### src/rtl/alu_muldiv_seq_if.sv
// Request/response bundle between the register-read stage and the ALU/muldiv unit.
// The slave side is the execution unit; the master side is the issuing stage.
interface alu_muldiv_seq_if #(
   parameter int WIDTH = 32
);
   logic             in_valid;
   logic             in_ready;
   logic [5:0]       funct;
   logic [WIDTH-1:0] a;
   logic [WIDTH-1:0] b;
   logic             out_valid;
   logic             out_ready;
   logic [WIDTH-1:0] result;
   logic             zero_flag;
   logic             negative_flag;
   logic             overflow_flag;
   logic             carry_flag;
   logic             div0_flag;
   logic             illegal_flag;
   logic [WIDTH-1:0] hi;
   logic [WIDTH-1:0] lo;

   modport master (
      output in_valid, funct, a, b, out_ready,
      input  in_ready, out_valid, result, zero_flag, negative_flag, overflow_flag,
             carry_flag, div0_flag, illegal_flag, hi, lo
   );

   modport slave (
      input  in_valid, funct, a, b, out_ready,
      output in_ready, out_valid, result, zero_flag, negative_flag, overflow_flag,
             carry_flag, div0_flag, illegal_flag, hi, lo
   );
endinterface

### src/rtl/alu_muldiv_seq.sv
// Handshaked MIPS R-type ALU with iterative shift-add multiplier, restoring divider
// and architectural HI/LO registers; single-cycle ops return on the accept edge.
module alu_muldiv_seq #(
   parameter int WIDTH = 32,
   parameter int SHW   = $clog2(WIDTH)
) (
   input  logic            clk,
   input  logic            rst_n,
   alu_muldiv_seq_if.slave bus
);
   localparam logic [5:0] F_ADD  = 6'b100000, F_ADDU = 6'b100001, F_SUB  = 6'b100010;
   localparam logic [5:0] F_SUBU = 6'b100011, F_AND  = 6'b100100, F_OR   = 6'b100101;
   localparam logic [5:0] F_XOR  = 6'b100110, F_NOR  = 6'b100111, F_SLT  = 6'b101010;
   localparam logic [5:0] F_SLTU = 6'b101011, F_SLLV = 6'b000100, F_SRLV = 6'b000110;
   localparam logic [5:0] F_SRAV = 6'b000111, F_CLZ  = 6'b011101, F_CLO  = 6'b011100;
   localparam logic [5:0] F_MFHI = 6'b010000, F_MFLO = 6'b010010, F_MULT = 6'b011000;
   localparam logic [5:0] F_MULTU = 6'b011001, F_DIV = 6'b011010, F_DIVU = 6'b011011;
   localparam logic [WIDTH-1:0] MIN_VAL = {1'b1, {(WIDTH-1){1'b0}}};

   typedef enum logic [1:0] {S_IDLE, S_MUL, S_DIV} state_t;

   state_t             state_q, state_d;
   logic [SHW-1:0]     cnt_q, cnt_d;
   logic               out_valid_q, out_valid_d;
   logic [WIDTH-1:0]   result_q, result_d, hi_q, hi_d, lo_q, lo_d;
   logic               zero_q, zero_d, neg_q, neg_d, ovf_q, ovf_d;
   logic               carry_q, carry_d, div0_q, div0_d, ill_q, ill_d;
   logic [WIDTH-1:0]   opa_q, opa_d, shr_q, shr_d;
   logic [WIDTH:0]     acc_q, acc_d;
   logic               qneg_q, qneg_d, rneg_q, rneg_d, dovf_q, dovf_d;

   function automatic logic [WIDTH-1:0] mag(input logic [WIDTH-1:0] v, input logic sgn);
      return (sgn && v[WIDTH-1]) ? (~v + 1'b1) : v;
   endfunction

   function automatic logic [SHW:0] lead_zeros(input logic [WIDTH-1:0] v);
      logic [SHW:0] n;
      logic         found;
      n     = '0;
      found = 1'b0;
      for (int i = WIDTH - 1; i >= 0; i--) begin
         if (!found) begin
            if (v[i]) found = 1'b1;
            else      n = n + 1'b1;
         end
      end
      return n;
   endfunction

   logic                    ready, accept, last, signed_op;
   logic signed [WIDTH-1:0] sa, sb;
   logic [WIDTH:0]          sum_w, dif_w;
   logic [SHW-1:0]          sh;
   logic [WIDTH-1:0]        alu_res;
   logic                    alu_ovf, alu_carry, alu_ill;

   assign ready     = (state_q == S_IDLE) && (!out_valid_q || bus.out_ready);
   assign accept    = bus.in_valid && ready;
   assign last      = (cnt_q == SHW'(WIDTH - 1));
   assign signed_op = !bus.funct[0];
   assign sa        = bus.a;
   assign sb        = bus.b;
   assign sum_w     = {1'b0, bus.a} + {1'b0, bus.b};
   assign dif_w     = {1'b0, bus.a} - {1'b0, bus.b};
   assign sh        = bus.a[SHW-1:0];

   always_comb begin
      alu_res   = '0;
      alu_ovf   = 1'b0;
      alu_carry = 1'b0;
      alu_ill   = 1'b0;
      case (bus.funct)
         F_ADD:  begin alu_res = sum_w[WIDTH-1:0];
                       alu_ovf = (bus.a[WIDTH-1] == bus.b[WIDTH-1]) && (sum_w[WIDTH-1] != bus.a[WIDTH-1]); end
         F_SUB:  begin alu_res = dif_w[WIDTH-1:0];
                       alu_ovf = (bus.a[WIDTH-1] != bus.b[WIDTH-1]) && (dif_w[WIDTH-1] != bus.a[WIDTH-1]); end
         F_ADDU: begin alu_res = sum_w[WIDTH-1:0]; alu_carry = sum_w[WIDTH]; end
         F_SUBU: begin alu_res = dif_w[WIDTH-1:0]; alu_carry = dif_w[WIDTH]; end
         F_AND:  alu_res = bus.a & bus.b;
         F_OR:   alu_res = bus.a | bus.b;
         F_XOR:  alu_res = bus.a ^ bus.b;
         F_NOR:  alu_res = ~(bus.a | bus.b);
         F_SLT:  alu_res = {{(WIDTH-1){1'b0}}, (sa < sb)};
         F_SLTU: alu_res = {{(WIDTH-1){1'b0}}, (bus.a < bus.b)};
         F_SLLV: alu_res = bus.b << sh;
         F_SRLV: alu_res = bus.b >> sh;
         F_SRAV: alu_res = sb >>> sh;
         F_CLZ:  alu_res = {{(WIDTH-SHW-1){1'b0}}, lead_zeros(bus.a)};
         F_CLO:  alu_res = {{(WIDTH-SHW-1){1'b0}}, lead_zeros(~bus.a)};
         F_MFHI: alu_res = hi_q;
         F_MFLO: alu_res = lo_q;
         F_MULT, F_MULTU, F_DIV, F_DIVU: alu_res = '0;
         default: alu_ill = 1'b1;
      endcase
   end

   // Iteration datapath: multiplier keeps {acc, shr} as the shifting product,
   // divider keeps acc as partial remainder and shr as dividend/quotient.
   logic [WIDTH:0]     msum, rsh, rem_n;
   logic [WIDTH+1:0]   trial;
   logic [2*WIDTH-1:0] prod, prod_fix;
   logic [WIDTH-1:0]   quo_n, quo_fix, rem_fix;
   logic               ge;

   assign msum     = acc_q + (shr_q[0] ? {1'b0, opa_q} : '0);
   assign prod     = {msum, shr_q[WIDTH-1:1]};
   assign prod_fix = qneg_q ? -prod : prod;
   assign rsh      = {acc_q[WIDTH-1:0], shr_q[WIDTH-1]};
   assign trial    = {1'b0, rsh} - {2'b0, opa_q};
   assign ge       = !trial[WIDTH+1];
   assign rem_n    = ge ? trial[WIDTH:0] : rsh;
   assign quo_n    = {shr_q[WIDTH-2:0], ge};
   assign quo_fix  = qneg_q ? -quo_n : quo_n;
   assign rem_fix  = rneg_q ? -rem_n[WIDTH-1:0] : rem_n[WIDTH-1:0];

   always_ff @(posedge clk or negedge rst_n) begin
      if (!rst_n) state_q <= S_IDLE;
      else        state_q <= state_d;
   end

   always_comb begin
      state_d = state_q;
      case (state_q)
         S_IDLE: if (accept) begin
            if (bus.funct == F_MULT || bus.funct == F_MULTU) state_d = S_MUL;
            else if ((bus.funct == F_DIV || bus.funct == F_DIVU) && bus.b != '0) state_d = S_DIV;
         end
         S_MUL, S_DIV: if (last) state_d = S_IDLE;
         default: state_d = S_IDLE;
      endcase
   end

   logic             ld, ld_ovf, ld_carry, ld_div0, ld_ill;
   logic [WIDTH-1:0] ld_res;

   always_comb begin
      cnt_d = cnt_q;  out_valid_d = out_valid_q && !bus.out_ready;
      result_d = result_q;  hi_d = hi_q;  lo_d = lo_q;
      zero_d = zero_q;  neg_d = neg_q;  ovf_d = ovf_q;
      carry_d = carry_q;  div0_d = div0_q;  ill_d = ill_q;
      opa_d = opa_q;  acc_d = acc_q;  shr_d = shr_q;
      qneg_d = qneg_q;  rneg_d = rneg_q;  dovf_d = dovf_q;
      ld = 1'b0;  ld_res = '0;  ld_ovf = 1'b0;  ld_carry = 1'b0;  ld_div0 = 1'b0;  ld_ill = 1'b0;
      case (state_q)
         S_IDLE: if (accept) begin
            cnt_d = '0;
            if (bus.funct == F_MULT || bus.funct == F_MULTU) begin
               opa_d  = mag(bus.a, signed_op);
               shr_d  = mag(bus.b, signed_op);
               acc_d  = '0;
               qneg_d = signed_op && (bus.a[WIDTH-1] ^ bus.b[WIDTH-1]);
            end else if (bus.funct == F_DIV || bus.funct == F_DIVU) begin
               if (bus.b == '0) begin
                  ld = 1'b1;  ld_res = '1;  ld_div0 = 1'b1;
                  hi_d = bus.a;  lo_d = '1;
               end else begin
                  opa_d  = mag(bus.b, signed_op);
                  shr_d  = mag(bus.a, signed_op);
                  acc_d  = '0;
                  qneg_d = signed_op && (bus.a[WIDTH-1] ^ bus.b[WIDTH-1]);
                  rneg_d = signed_op && bus.a[WIDTH-1];
                  dovf_d = signed_op && (bus.a == MIN_VAL) && (bus.b == '1);
               end
            end else begin
               ld = 1'b1;  ld_res = alu_res;  ld_ovf = alu_ovf;
               ld_carry = alu_carry;  ld_ill = alu_ill;
            end
         end
         S_MUL: begin
            cnt_d = cnt_q + 1'b1;
            acc_d = {1'b0, msum[WIDTH:1]};
            shr_d = {msum[0], shr_q[WIDTH-1:1]};
            if (last) begin
               hi_d = prod_fix[2*WIDTH-1:WIDTH];  lo_d = prod_fix[WIDTH-1:0];
               ld = 1'b1;  ld_res = prod_fix[WIDTH-1:0];
            end
         end
         S_DIV: begin
            cnt_d = cnt_q + 1'b1;
            acc_d = rem_n;
            shr_d = quo_n;
            if (last) begin
               hi_d = rem_fix;  lo_d = quo_fix;
               ld = 1'b1;  ld_res = quo_fix;  ld_ovf = dovf_q;
            end
         end
         default: ;
      endcase
      if (ld) begin
         out_valid_d = 1'b1;  result_d = ld_res;
         zero_d = (ld_res == '0);  neg_d = ld_res[WIDTH-1];
         ovf_d = ld_ovf;  carry_d = ld_carry;  div0_d = ld_div0;  ill_d = ld_ill;
      end
   end

   always_ff @(posedge clk or negedge rst_n) begin
      if (!rst_n) begin
         cnt_q <= '0;  out_valid_q <= 1'b0;  result_q <= '0;  hi_q <= '0;  lo_q <= '0;
         zero_q <= 1'b0;  neg_q <= 1'b0;  ovf_q <= 1'b0;
         carry_q <= 1'b0;  div0_q <= 1'b0;  ill_q <= 1'b0;
      end else begin
         cnt_q <= cnt_d;  out_valid_q <= out_valid_d;  result_q <= result_d;
         hi_q <= hi_d;  lo_q <= lo_d;
         zero_q <= zero_d;  neg_q <= neg_d;  ovf_q <= ovf_d;
         carry_q <= carry_d;  div0_q <= div0_d;  ill_q <= ill_d;
      end
   end

   always_ff @(posedge clk) begin
      opa_q <= opa_d;  acc_q <= acc_d;  shr_q <= shr_d;
      qneg_q <= qneg_d;  rneg_q <= rneg_d;  dovf_q <= dovf_d;
   end

   assign bus.in_ready      = ready;
   assign bus.out_valid     = out_valid_q;
   assign bus.result        = result_q;
   assign bus.zero_flag     = zero_q;
   assign bus.negative_flag = neg_q;
   assign bus.overflow_flag = ovf_q;
   assign bus.carry_flag    = carry_q;
   assign bus.div0_flag     = div0_q;
   assign bus.illegal_flag  = ill_q;
   assign bus.hi            = hi_q;
   assign bus.lo            = lo_q;
endmodule

### src/flat_wrapper.sv
// flat-port wrapper written by rule: the top's interface ports become plain ports
module alu_muldiv_seq_flat 
#(
   parameter int WIDTH = 32,
   parameter int SHW   = $clog2(WIDTH)
)
  (clk, rst_n, bus_in_valid, bus_funct, bus_a, bus_b, bus_out_ready, bus_in_ready, bus_out_valid, bus_result, bus_zero_flag, bus_negative_flag, bus_overflow_flag, bus_carry_flag, bus_div0_flag, bus_illegal_flag, bus_hi, bus_lo);
  alu_muldiv_seq_if #(.WIDTH(WIDTH)) bus_i ();
  input  logic clk;
  input  logic rst_n;
  input wire logic [$bits(bus_i.in_valid)-1:0] bus_in_valid;
  input wire logic [$bits(bus_i.funct)-1:0] bus_funct;
  input wire logic [$bits(bus_i.a)-1:0] bus_a;
  input wire logic [$bits(bus_i.b)-1:0] bus_b;
  input wire logic [$bits(bus_i.out_ready)-1:0] bus_out_ready;
  output wire logic [$bits(bus_i.in_ready)-1:0] bus_in_ready;
  output wire logic [$bits(bus_i.out_valid)-1:0] bus_out_valid;
  output wire logic [$bits(bus_i.result)-1:0] bus_result;
  output wire logic [$bits(bus_i.zero_flag)-1:0] bus_zero_flag;
  output wire logic [$bits(bus_i.negative_flag)-1:0] bus_negative_flag;
  output wire logic [$bits(bus_i.overflow_flag)-1:0] bus_overflow_flag;
  output wire logic [$bits(bus_i.carry_flag)-1:0] bus_carry_flag;
  output wire logic [$bits(bus_i.div0_flag)-1:0] bus_div0_flag;
  output wire logic [$bits(bus_i.illegal_flag)-1:0] bus_illegal_flag;
  output wire logic [$bits(bus_i.hi)-1:0] bus_hi;
  output wire logic [$bits(bus_i.lo)-1:0] bus_lo;
  assign bus_i.in_valid = bus_in_valid;
  assign bus_i.funct = bus_funct;
  assign bus_i.a = bus_a;
  assign bus_i.b = bus_b;
  assign bus_i.out_ready = bus_out_ready;
  assign bus_in_ready = bus_i.in_ready;
  assign bus_out_valid = bus_i.out_valid;
  assign bus_result = bus_i.result;
  assign bus_zero_flag = bus_i.zero_flag;
  assign bus_negative_flag = bus_i.negative_flag;
  assign bus_overflow_flag = bus_i.overflow_flag;
  assign bus_carry_flag = bus_i.carry_flag;
  assign bus_div0_flag = bus_i.div0_flag;
  assign bus_illegal_flag = bus_i.illegal_flag;
  assign bus_hi = bus_i.hi;
  assign bus_lo = bus_i.lo;
  alu_muldiv_seq #(.WIDTH(WIDTH), .SHW(SHW)) u_core (.clk(clk), .rst_n(rst_n), .bus(bus_i));
endmodule
### config.mk
export PLATFORM = sky130hd
export DESIGN_NAME = alu_muldiv_seq_flat
export DESIGN_NICKNAME = d
export VERILOG_FILES = /design/src/rtl/alu_muldiv_seq_if.sv /design/src/rtl/alu_muldiv_seq.sv /design/src/flat_wrapper.sv
export SDC_FILE = /design/constraint.sdc
export NUM_CORES = 2
export LEC_CHECK = 0
export ABC_AREA = 1
export CAP_MARGIN = 5
export CORE_UTILIZATION = 40
export CTS_BUF_LIST = sky130_fd_sc_hd__clkbuf_8
export DETAILED_ROUTE_END_ITERATION = 7
export HOLD_SLACK_MARGIN = 0.06
export PLACE_DENSITY = 0.57
export SETUP_SLACK_MARGIN = 0.1
export SLEW_MARGIN = 20
export SYNTH_ARGS = -nofsm -noshare
export SYNTH_HDL_FRONTEND = slang
export SYNTH_SLANG_ARGS = --single-unit
### constraint.sdc
create_clock -name clk -period 19.25 [get_ports clk]
set_input_delay 4.8125 -clock clk [delete_from_list [all_inputs] [get_ports clk]]
set_output_delay 4.8125 -clock clk [all_outputs]
set_load 0.02 [all_outputs]
==> metrics.md <==
| Metric | Value |
|---|---|
| Unrepaired setup endpoints after global routing | no |
| CTS HTree Levels | 2 |
| Final WS setup | 1.53 ns |
| Worst-Skew Late Latency | 0.64 ns |
| CP bufs+invs | 15 |
| Fillers | 9027 |
| Pre-CTS setup slack | -0.229 ns |
| Worst endpoint required time | 19.80 ns |
| Cell Area, Synth | 33600 um^2 |
| Worst path depth | 102 |
| Area added between synthesis and finish | 11.8% |
| Initial antenna violation count | 18 |
| Die area | 85300 um^2 |
| Avg Cell Area, Syn | 5.97 um^2 |
| Routability Congestion | 1.08 |
| Crit-path most repeated cell | nand2_1 |
| Fmax | roughly 56 MHz |
| Worst path max stage delay | approximately 0.30 ns |
| WHS Path Cells | 2 |
| Global-route wire length before repair | 242 mm |
| Synthesis warning total | 0 |
| Slowest cell on the critical path | ha_1 |
| Min-Delay Path Class | reg2reg |
| Hold EP | u_core.bus.illegal_flag |
| Final worst-path cycle share | 0.920 |
| Async SR Flop Fraction | 0.522 |
| Design Area, Final | 37600 um^2 |
| Initial DRT Pass Iterations | 8 |
| Clock sink total | 209 |
| Multi-input logic area | 23600 um^2 |
| Crit Reg-Reg Startpoint | u_core.shr_q[31] |
| Synth Flop Type | dfrtp_1 |
| Initial core utilization | 0.407 |
| Nets | 6044 |
| Register area | 5730 um^2 |
| Critical path class | in2reg |
| Number of port buffers | approximately 180 |
| CTS tree | yes |
| Die Span Y | roughly 290 um |
| Core area | just over 80000 um^2 |
| Static Leak | approximately 19 nW |
| Finish-stage setup viols | 0 |
| Synth cell types | 72 |
| Max Clock Skew | 0.0770 ns |
| Area after DPL | 36600 um^2 |
| Register area share after synthesis | 0.170 |
| Outcome | complete, but fails checks |
| Clk slew on worst S/H paths | 0.06 ns |
| Dpl cells | 6759 |
| Tmin final | 17.72 ns |
| Synth area leader | nand2_1 |
| Longest Clk Path Bufs | 3 |
| First DRT Iteration DRCs | 4465 |
| Final ANT Viol Nets | 0 |
| Family with the most delay on the worst path | adder cells |
| FF+latch count, synth | about 210 |
| Crit end category | flop |
| Final WL | 167 mm |
| # IOs | 178 |
| Remaining DRCs | 1 |
| Vias per cell | between 5 and 6 |
| Worst Max-Slew Pin Slew | 1.27 ns |
| Final std cells w/o fill | 6841 |
| Via Count | about 40k |
| IR drop worst, VDD | around 0.096 mV |
| Max Fanout on Critical Path | 8 |
| Commonest non-fill, non-tap cell in the layout | nand2_1 |
| CTS Hold Bufs | 0 |
| Power density over the cells | 98.6 nW/um^2 |
| Most frequent cells in the layout | 1304 x nand2_1, 933 x inv_1, 498 x o21ai_0 |
| Failing checks | DRC |
| Clock Tree Root | clkbuf_8 |
| Worst slew margin | 0.146 |
| Vias in the first global route | 36.7k |
| R2r setup slk | 10.30 ns |
| Share of cells above drive strength 1 | 0.0660 |
| Largest net degree at the start of global routing | 77 |
| Data arrival, critical path | 18.27 ns |
| Tot GR Track Use | 0.379 |
| Final Hold Vio Count | 0 |
| CTS buffer count | 41 |
| Gr ovfl total | 0 |
| Row count | roughly 110 |
| Syn Nets | 5941 |
| Type of origin of the critical path | input pin |
| Dpl hpwl | 133 mm |
| Max-cap violations | 0 |
| Post-synth top area share | 0.146 |
| EDFF count, synth | 100 |
| Post-Syn Instances | 5635 |
| Drt wl/cell | 24.4 um |
| Slew Viols, Final | 0 |
| Synth area leaders | nand2_1 15%, inv_1 10%, edfxtp_1 8.9% |
| Die Span X | 292 um |
| Reg2Reg Depth | 45 |
| Hold path start | u_core.bus.illegal_flag |
| RR Endpoint | u_core.bus.hi[30] |
-- stage by stage --
step	power, mW	TNS, ns	utilization	hold slack, ns
6_report	3.71	0	0.455	0.481
5_1_grt	3.92	0	0.455	0.512
4_1_cts	3.64	0	0.452	0.486
3_5_place_dp	3.18	-0.229	0.443	0.469
3_3_place_gp	3.17	0	0.443	0.469
2_1_floorplan	2.19	0	-	0.456
-- synthesized netlist by cell type, drive strengths merged (11+ instances only) --
cell type / instances
or2: 22
o21ai: 524
a22oi: 17
o211ai: 89
ha: 228
o22ai: 78
mux2i: 17
a31oi: 27
nand3: 402
a221oi: 25
o311ai: 15
nor4: 26
nor3: 112
inv: 948
xor2: 120
dfrtp: 109
clkbuf: 178
o221ai: 52
o31ai: 18
xnor2: 24
nand2: 1349
o21bai: 16
a21oi: 323
nand4: 100
a22o: 11
o2111ai: 28
a211oi: 14
nor2: 530
buf: 49
edfxtp: 100
a2111oi: 13
-- flip-flops by register name, summed over array words and instances (netlist names) --
register                  count
u_core.acc_q                 33
u_core.bus.carry_flag         1
u_core.bus.div0_flag          1
u_core.bus.hi                32
u_core.bus.illegal_flag       1
u_core.bus.lo                32
u_core.bus.out_valid          1
u_core.bus.overflow_flag      1
u_core.bus.result            32
u_core.bus.zero_flag          1
u_core.cnt_q                  5
u_core.dovf_q                 1
u_core.opa_q                 32
u_core.qneg_q                 1
u_core.rneg_q                 1
u_core.shr_q                 32
u_core.state_q                2
-- layout make-up --
type	instances	share of cell area
multi-input combinational	4242	0.626
clock buffer	44	0.0161
tap	1070	0.0356
sequential	209	0.152
inverter	957	0.0959
clock inverter	30	0.00439
antenna	2	0.000133
timing repair buffer	287	0.0691
-- logic make-up after synthesis --
logic type	after synthesis	synth area share
xor+xnor	144	0.0377
mux	18	0.00539
flops	209	0.170
fa+ha+maj	232	0.0872
simple gates	2558	0.336
compound gates	1290	0.227
buf+inv	1184	0.136
-- report_power, final --
group	leakage (nW)	total, mW	internal, mW	switching (mW)
combinational	16.2	2.42	0.724	1.70
sequential	2.23	0.835	0.661	0.174
clock	0.459	0.450	0.225	0.225
-- worst register-to-register path, delay by kind of cell (launching register included) --
kind | cells | cell delay, ns
and+or+nand+nor | 16 | 2.53
DFF | 1 | 0.51
buffers and inverters | 9 | 1.28
adders and majority gates | 2 | 0.48
AOI/OAI and AO/OA | 18 | 4.01
-- routing by layer --
layer / GRT usage / share of wire
met5: 0 / 0.00091
met2: 0.568 / 0.41
met4: 0.193 / 0.059
met3: 0.0872 / 0.10
met1: 0.508 / 0.42
-- worst max-delay path by stage --
stage / endpoint / from
6_report: u_core.bus.zero_flag / bus_a[30]
5_1_grt: u_core.bus.zero_flag / bus_a[30]
4_1_cts: u_core.bus.zero_flag / bus_a[29]
3_5_place_dp: u_core.bus.zero_flag / bus_a[29]
3_3_place_gp: u_core.bus.zero_flag / bus_a[29]
2_1_floorplan: u_core.bus.zero_flag / bus_a[29]
-- repair_timing --
item                                    4_1_cts  5_1_grt
resized for setup                             0       51
buffers inserted                              0        6
endpoints found under the setup margin        0        6
No activity file was read; power rests on OpenSTA's default activity.
